`src/rtl/sm_addsub_pipe.sv`:
```
// Two-stage pipelined sign-magnitude adder/subtractor with valid/ready on both sides.
// Result is one bit wider than the operands, so it cannot overflow. A tag travels with each beat.
`timescale 1ns/1ps
module sm_addsub_pipe #(
  parameter int DATA_WIDTH = 8,
  parameter int TAG_WIDTH  = 4
) (
  input  logic                  clk,
  input  logic                  rst_n,
  input  logic                  in_valid,
  output logic                  in_ready,
  input  logic                  in_sub,
  input  logic [DATA_WIDTH-1:0] in_a,
  input  logic [DATA_WIDTH-1:0] in_b,
  input  logic [TAG_WIDTH-1:0]  in_tag,
  output logic                  out_valid,
  input  logic                  out_ready,
  output logic [DATA_WIDTH:0]   out_data,
  output logic [TAG_WIDTH-1:0]  out_tag
);

  localparam int MW = DATA_WIDTH - 1;

  logic [MW-1:0]         mag_a, mag_b;
  logic                  sign_a, sign_b_eff, a_gt_b, b_gt_a;
  logic                  s2_load, s1_load, in_fire;

  logic                  s1_valid_q;
  logic                  s1_add_q, s1_add_d;
  logic                  s1_sign_q, s1_sign_d;
  logic [MW-1:0]         s1_big_q, s1_big_d;
  logic [MW-1:0]         s1_small_q, s1_small_d;
  logic [TAG_WIDTH-1:0]  s1_tag_q;

  logic                  out_valid_q;
  logic [DATA_WIDTH-1:0] s2_mag_d;
  logic [DATA_WIDTH:0]   out_data_q, out_data_d;
  logic [TAG_WIDTH-1:0]  out_tag_q;

  // A zero magnitude always carries a + sign, which folds -0 into +0.
  assign mag_a      = in_a[MW-1:0];
  assign mag_b      = in_b[MW-1:0];
  assign sign_a     = in_a[DATA_WIDTH-1] & (|mag_a);
  assign sign_b_eff = (in_b[DATA_WIDTH-1] ^ in_sub) & (|mag_b);
  assign a_gt_b     = mag_a > mag_b;
  assign b_gt_a     = mag_b > mag_a;

  assign s2_load  = !out_valid_q || out_ready;
  assign s1_load  = !s1_valid_q || s2_load;
  assign in_ready = s1_load;
  assign in_fire  = in_valid && s1_load;

  always_comb begin
    s1_add_d   = (sign_a == sign_b_eff);
    s1_big_d   = a_gt_b ? mag_a : mag_b;
    s1_small_d = a_gt_b ? mag_b : mag_a;
    if (s1_add_d)    s1_sign_d = sign_a;
    else if (a_gt_b) s1_sign_d = sign_a;
    else if (b_gt_a) s1_sign_d = sign_b_eff;
    else             s1_sign_d = 1'b0;
  end

  // big >= small is guaranteed by stage 1, so the subtraction never wraps.
  always_comb begin
    s2_mag_d   = s1_add_q ? ({1'b0, s1_big_q} + {1'b0, s1_small_q})
                          : {1'b0, s1_big_q - s1_small_q};
    out_data_d = {s1_sign_q & (|s2_mag_d), s2_mag_d};
  end

  always_ff @(posedge clk or negedge rst_n) begin
    if (!rst_n) begin
      s1_valid_q <= 1'b0;
      s1_add_q   <= 1'b0;
      s1_sign_q  <= 1'b0;
      s1_big_q   <= '0;
      s1_small_q <= '0;
      s1_tag_q   <= '0;
    end else begin
      if (s1_load) s1_valid_q <= in_valid;
      if (in_fire) begin
        s1_add_q   <= s1_add_d;
        s1_sign_q  <= s1_sign_d;
        s1_big_q   <= s1_big_d;
        s1_small_q <= s1_small_d;
        s1_tag_q   <= in_tag;
      end
    end
  end

  always_ff @(posedge clk or negedge rst_n) begin
    if (!rst_n) begin
      out_valid_q <= 1'b0;
      out_data_q  <= '0;
      out_tag_q   <= '0;
    end else if (s2_load) begin
      out_valid_q <= s1_valid_q;
      if (s1_valid_q) begin
        out_data_q <= out_data_d;
        out_tag_q  <= s1_tag_q;
      end
    end
  end

  assign out_valid = out_valid_q;
  assign out_data  = out_data_q;
  assign out_tag   = out_tag_q;

endmodule

```
`config.mk`:
```
export PLATFORM = sky130hd
export DESIGN_NAME = sm_addsub_pipe
export DESIGN_NICKNAME = d
export VERILOG_FILES = /design/src/rtl/sm_addsub_pipe.sv
export SDC_FILE = /design/constraint.sdc
export NUM_CORES = 1
export LEC_CHECK = 0
export CAP_MARGIN = 20
export CELL_PAD_IN_SITES_DETAIL_PLACEMENT = 1
export CELL_PAD_IN_SITES_GLOBAL_PLACEMENT = 1
export CORE_ASPECT_RATIO = 1.75
export CORE_UTILIZATION = 43
export CTS_CLUSTER_DIAMETER = 150
export DETAILED_ROUTE_END_ITERATION = 10
export PLACE_DENSITY_LB_ADDON = 0.1
export SLEW_MARGIN = 20
export SYNTH_ARGS = -nofsm -noshare
export SYNTH_HDL_FRONTEND = slang
export SYNTH_SLANG_ARGS = --single-unit
```
`constraint.sdc`:
```
create_clock -name clk -period 4.03 [get_ports clk]
set_input_delay 0.6045 -clock clk [delete_from_list [all_inputs] [get_ports clk]]
set_output_delay 0.6045 -clock clk [all_outputs]
set_load 0.05 [all_outputs]
```
* Word-level counts from Yosys, hierarchy flattened
Index checks and enable logic that the tools add are counted.
Cells by class: add/subtract/negate cells 2, $lt $le $gt $ge 2, equal/unequal tests 1, multiplexer cells 6, bitwise operators 4, reductions and logical operators 9
Operator list (number):
- $gt A7 B7 Y1 | 2
- $mux W7 | 2
- $reduce_or A7 Y1 | 2
- $add A7 B7 Y8 | 1
- $mux W8 | 1
- $reduce_or A8 Y1 | 1
- $sub A7 B7 Y7 | 1
- $and A1 B1 Y1 | 3
- $mux W1 | 3
- $logic_not A1 Y1 | 2
- $logic_or A1 B1 Y1 | 2
- $reduce_and A2 Y1 | 1
- $eq A1 B1 Y1 | 1
- $logic_and A1 B1 Y1 | 1
- $xor A1 B1 Y1 | 1
Storage, ports and cells: register bits after elaboration 35, output and inout port bits 15

* Longest topological paths before layout
depth in word-level cells 5, gate-level depth with buffers 11

* Least setup slack after synthesis
No wires, ideal clock.
path kind register to register, start reg out_valid_q (netlist: out_valid), end reg s1_small_q[1], setup time 0.139 ns, data arrival time 2.068 ns, data required time 3.891 ns, path slack 1.823 ns, cell stages (with the launch flop) 7, buffers on the path 2, period minus slack after synthesis 2.207 ns, cells stage by stage dfrtp_1 -> nand3b_1 -> and2_1 -> buf_2 -> buf_1 -> nand3_1 -> o221ai_1
On the way: cells in the longest elaborated chain, start to end 4
Ends and longest elaborated chain:
- from (decl) | RTL line 35 | logic out_valid_q;
- from (signal assigned) | RTL line 96 | out_valid_q <= s1_valid_q;
- $logic_not A1 Y1 | RTL line 48 | assign s2_load = !out_valid_q || out_ready;
- $logic_or A1 B1 Y1 | RTL line 48
- $logic_or A1 B1 Y1 | RTL line 49 | assign s1_load = !s1_valid_q || s2_load;
- named net in_ready | RTL line 11 | output logic in_ready,
- $logic_and A1 B1 Y1 | RTL line 51 | assign in_fire = in_valid && s1_load;
- to (signal assigned) | RTL line 84 | s1_small_q <= s1_small_d;
- to (decl) | RTL line 32 | logic [MW-1:0] s1_small_q, s1_small_d;
The timed path passes the listed nets, and every way through them passes these cells. A chain may end at the register's enable or synchronous reset.

* Worst setup path after layout
start in out_ready, end out in_ready
On the way: cells in the longest elaborated chain, start to end 2
Ends and longest elaborated chain:
- from (decl) | RTL line 17 | input logic out_ready,
- $logic_or A1 B1 Y1 | RTL line 48
- $logic_or A1 B1 Y1 | RTL line 49
- to (decl) | RTL line 11
Every way passes these cells.

==> run metrics <==
largest net degree at the start of global routing=36; Max Freq=0.3732 GHz; met1 Use GR=0.1897; Clock Skew=0.004776 ns; register area share after synthesis=0.4025; Crit. End Element=output port; #FFs+latches synth=35; max-slew violation count=0; Critical Setup Path Class=input port to output port; drt drc=0; Die ar.=5360 sq um; CTS Hold Buffers Added=0; startpoint types=input port; top cells by area, synth=dfrtp_1, ha_1, nand2_1; Setup WS post-layout=1.350 ns; RSZ-0062 raised after global routing=no; antenna cells=0; critical path startpoint=out_ready; final instance area=2681 sq um; dpl cell area=2597 sq um; Worst Tran Pin Value=0.9015 ns; Tot GR Track Use=0.1921; multi-input logic area=1180 sq um; Root Driver=clkbuf_8; Pleak=1.236 nW; io pins=40; Fin Setup TNS=0 ns; Synth top cells by count=nand2_1, dfrtp_1, ha_1; Setup-failing EPs final=0; antenna-violating nets left=0; CTS tree=built; Clock Pin Slew Worst Setup and Hold Paths=0.07 ns; Setup WS pre-CTS=1.207 ns; share of flip-flops with an asynchronous set or reset=1.000; total congestion overflow=0; Die X=55.77 um; Clock Latency Late Sink=0.28 ns; Hold Crit Class=flop to flop; clk sinks=35; Fillers=567; worst path required time=3.43 ns; Switching Share=0.4175; hpwl dp=3.829 mm; CTS H-tree lvls=2; P_sw=0.0005881 W; critical path arrival=2.08 ns; Inserted Clock Buffers=5; Starting Density=0.4543; DR vias=1753; ys flop type=dfrtp_1; CTS Buffer Depth=2; leading area contributor after synthesis=dfrtp_1; PwrDens=525.4 nW/um^2; GRT met3 Usage=0.02957; Total Nets Final=313; Ys Warns=0; Seq. cell area=875.8 sq um; cts repair resizes=0; first-pass GRT wire length=8.024 mm; M2 GR Usage=0.3886; share of cells above drive strength 1=0.07116; Synth cell types=38; Mapped Area=2176 sq um; first-iteration detailed-routing DRC count=16; DR WL/cell=14.72 um; I/O Buffers=39; final core utilization=0.5598; Critical Path Fanout Max=4; Final Cycle Share=0.6650; cell count after synthesis=228; initial antenna violation count=0; post-DR vias/cell=5.495; clock network power share=0.168; gpl congestion=0.8515; hold_sp=out_data[7]$_DFFE_PN0P_; synthesized net count=275; drt first pass iters=4; count leader, synth=nand2_1; # Post-CTS Setup Buffers=0; Logic pwr share=0.483; worst reg2reg path startpoint=s1_big_q[0]$_DFFE_PN0P_; vias in the first global route=1850; Final Hold Viols=0; max_slew headroom=0.3990; busiest grt layer=met2; status=finished clean; P_int=0.0008205 W; area of the core=4790 sq um; share of the synthesized area in the top cell type=0.4025; post-layout minimum cycle time=2.680 ns; syn avg cell area=9.543 sq um; Layout area overhead=23.23%; Reg power frac=0.349; EDFF count, synth=0; DRT Wirelength=4.696 mm; Die Height=96.10 um; maximum vdd drop=0.4302 mV; Max Cap Viol=0; FP Rows=33
[cells in the final DEF (no fill, tap or decap), types with 3 or more instances in the layout]
cell and count:
a21oi_1 10, mux2_2 5, inv_1 19, dfrtp_1 35, xnor2_1 5, o21ai_0 16
nor3_1 3, ha_1 20, clkbuf_8 5, nand3_1 10, o221ai_1 7, nand2_1 36
nor2_1 7, nand2b_1 4, clkdlybuf4s50_1 39, mux2i_1 13, nor2b_1 3, clkinv_2 3
[metrics by stage]
step / hold slack [ns] / total power [W] / cells
after floorplan: 0.3089 / 0.0009726 / 228
after global placement: 0.4557 / 0.001167 / 311
after detailed placement: 0.4649 / 0.001188 / 311
after CTS: 0.4832 / 0.001428 / 319
after global routing: 0.5162 / 0.001505 / 319
final: 0.4764 / 0.001409 / 319
[worst max-delay path, stage by stage]
cell and delay [ns]:
clkdlybuf4s50_1 0.47, nand3b_1 0.17, clkdlybuf4s50_1 0.83
[state kept, by name, indices dropped and copies added, names as in the netlist]
register,flops
out_valid,1
s1_valid_q,1
s1_sign_q,1
s1_small_q,7
s1_big_q,7
s1_tag_q,4
s1_add_q,1
out_data,9
out_tag,4
[layout make-up]
type / count / area share
multi-input cells: 164 / 0.4400
flip-flops and latches: 35 / 0.3266
repair buffers: 41 / 0.1512
inverters: 19 / 0.02660
clock buffers: 5 / 0.02566
well taps: 52 / 0.02427
clock inverters: 3 / 0.005600
[power groups by stage]
stage / clock [W] / sequential (W) / combinational (W)
floorplan: 0 / 0.000659 / 0.000313
detailed placement: 0 / 0.000501 / 0.000687
CTS: 0.000245 / 0.000494 / 0.000689
global route: 0.000258 / 0.000506 / 0.000741
global placement: 0 / 0.000493 / 0.000673
finish: 0.000237 / 0.000492 / 0.000680
[worst paths after layout]
path	end	slack, ns	cells after the start
worst max-delay path	in_ready	1.35	3
min in group asynchronous	out_data[1]$_DFFE_PN0P_	0.74	2
worst min register to register	out_data[7]$_DFFE_PN0P_	0.48	2
max in group asynchronous	s1_small_q[6]$_DFFE_PN0P_	2.98	2
worst max register to register	out_data[8]$_DFFE_PN0P_	1.78	10
worst min-delay path	out_data[7]$_DFFE_PN0P_	0.48	2
[cells by family (layout without fill, tap and decap cells)]
group / after synthesis / in the layout / synth area share
buffers and inverters: 29 / 68 / 0.05520
adder cells (fa/ha/maj): 22 / 22 / 0.1334
multiplexers: 18 / 18 / 0.08568
flip-flops: 35 / 35 / 0.4025
XOR/XNOR: 7 / 7 / 0.02818
AND/OR/NAND/NOR: 70 / 70 / 0.1484
AO/OA/AOI/OAI: 47 / 47 / 0.1466
[metal layers]
layer,share of wire,vias up
li1,-,862
met1,0.38,841
met2,0.57,41
met3,0.025,9
met4,0.023,0
met5,0,-
Power figures use the tool's default switching activity.
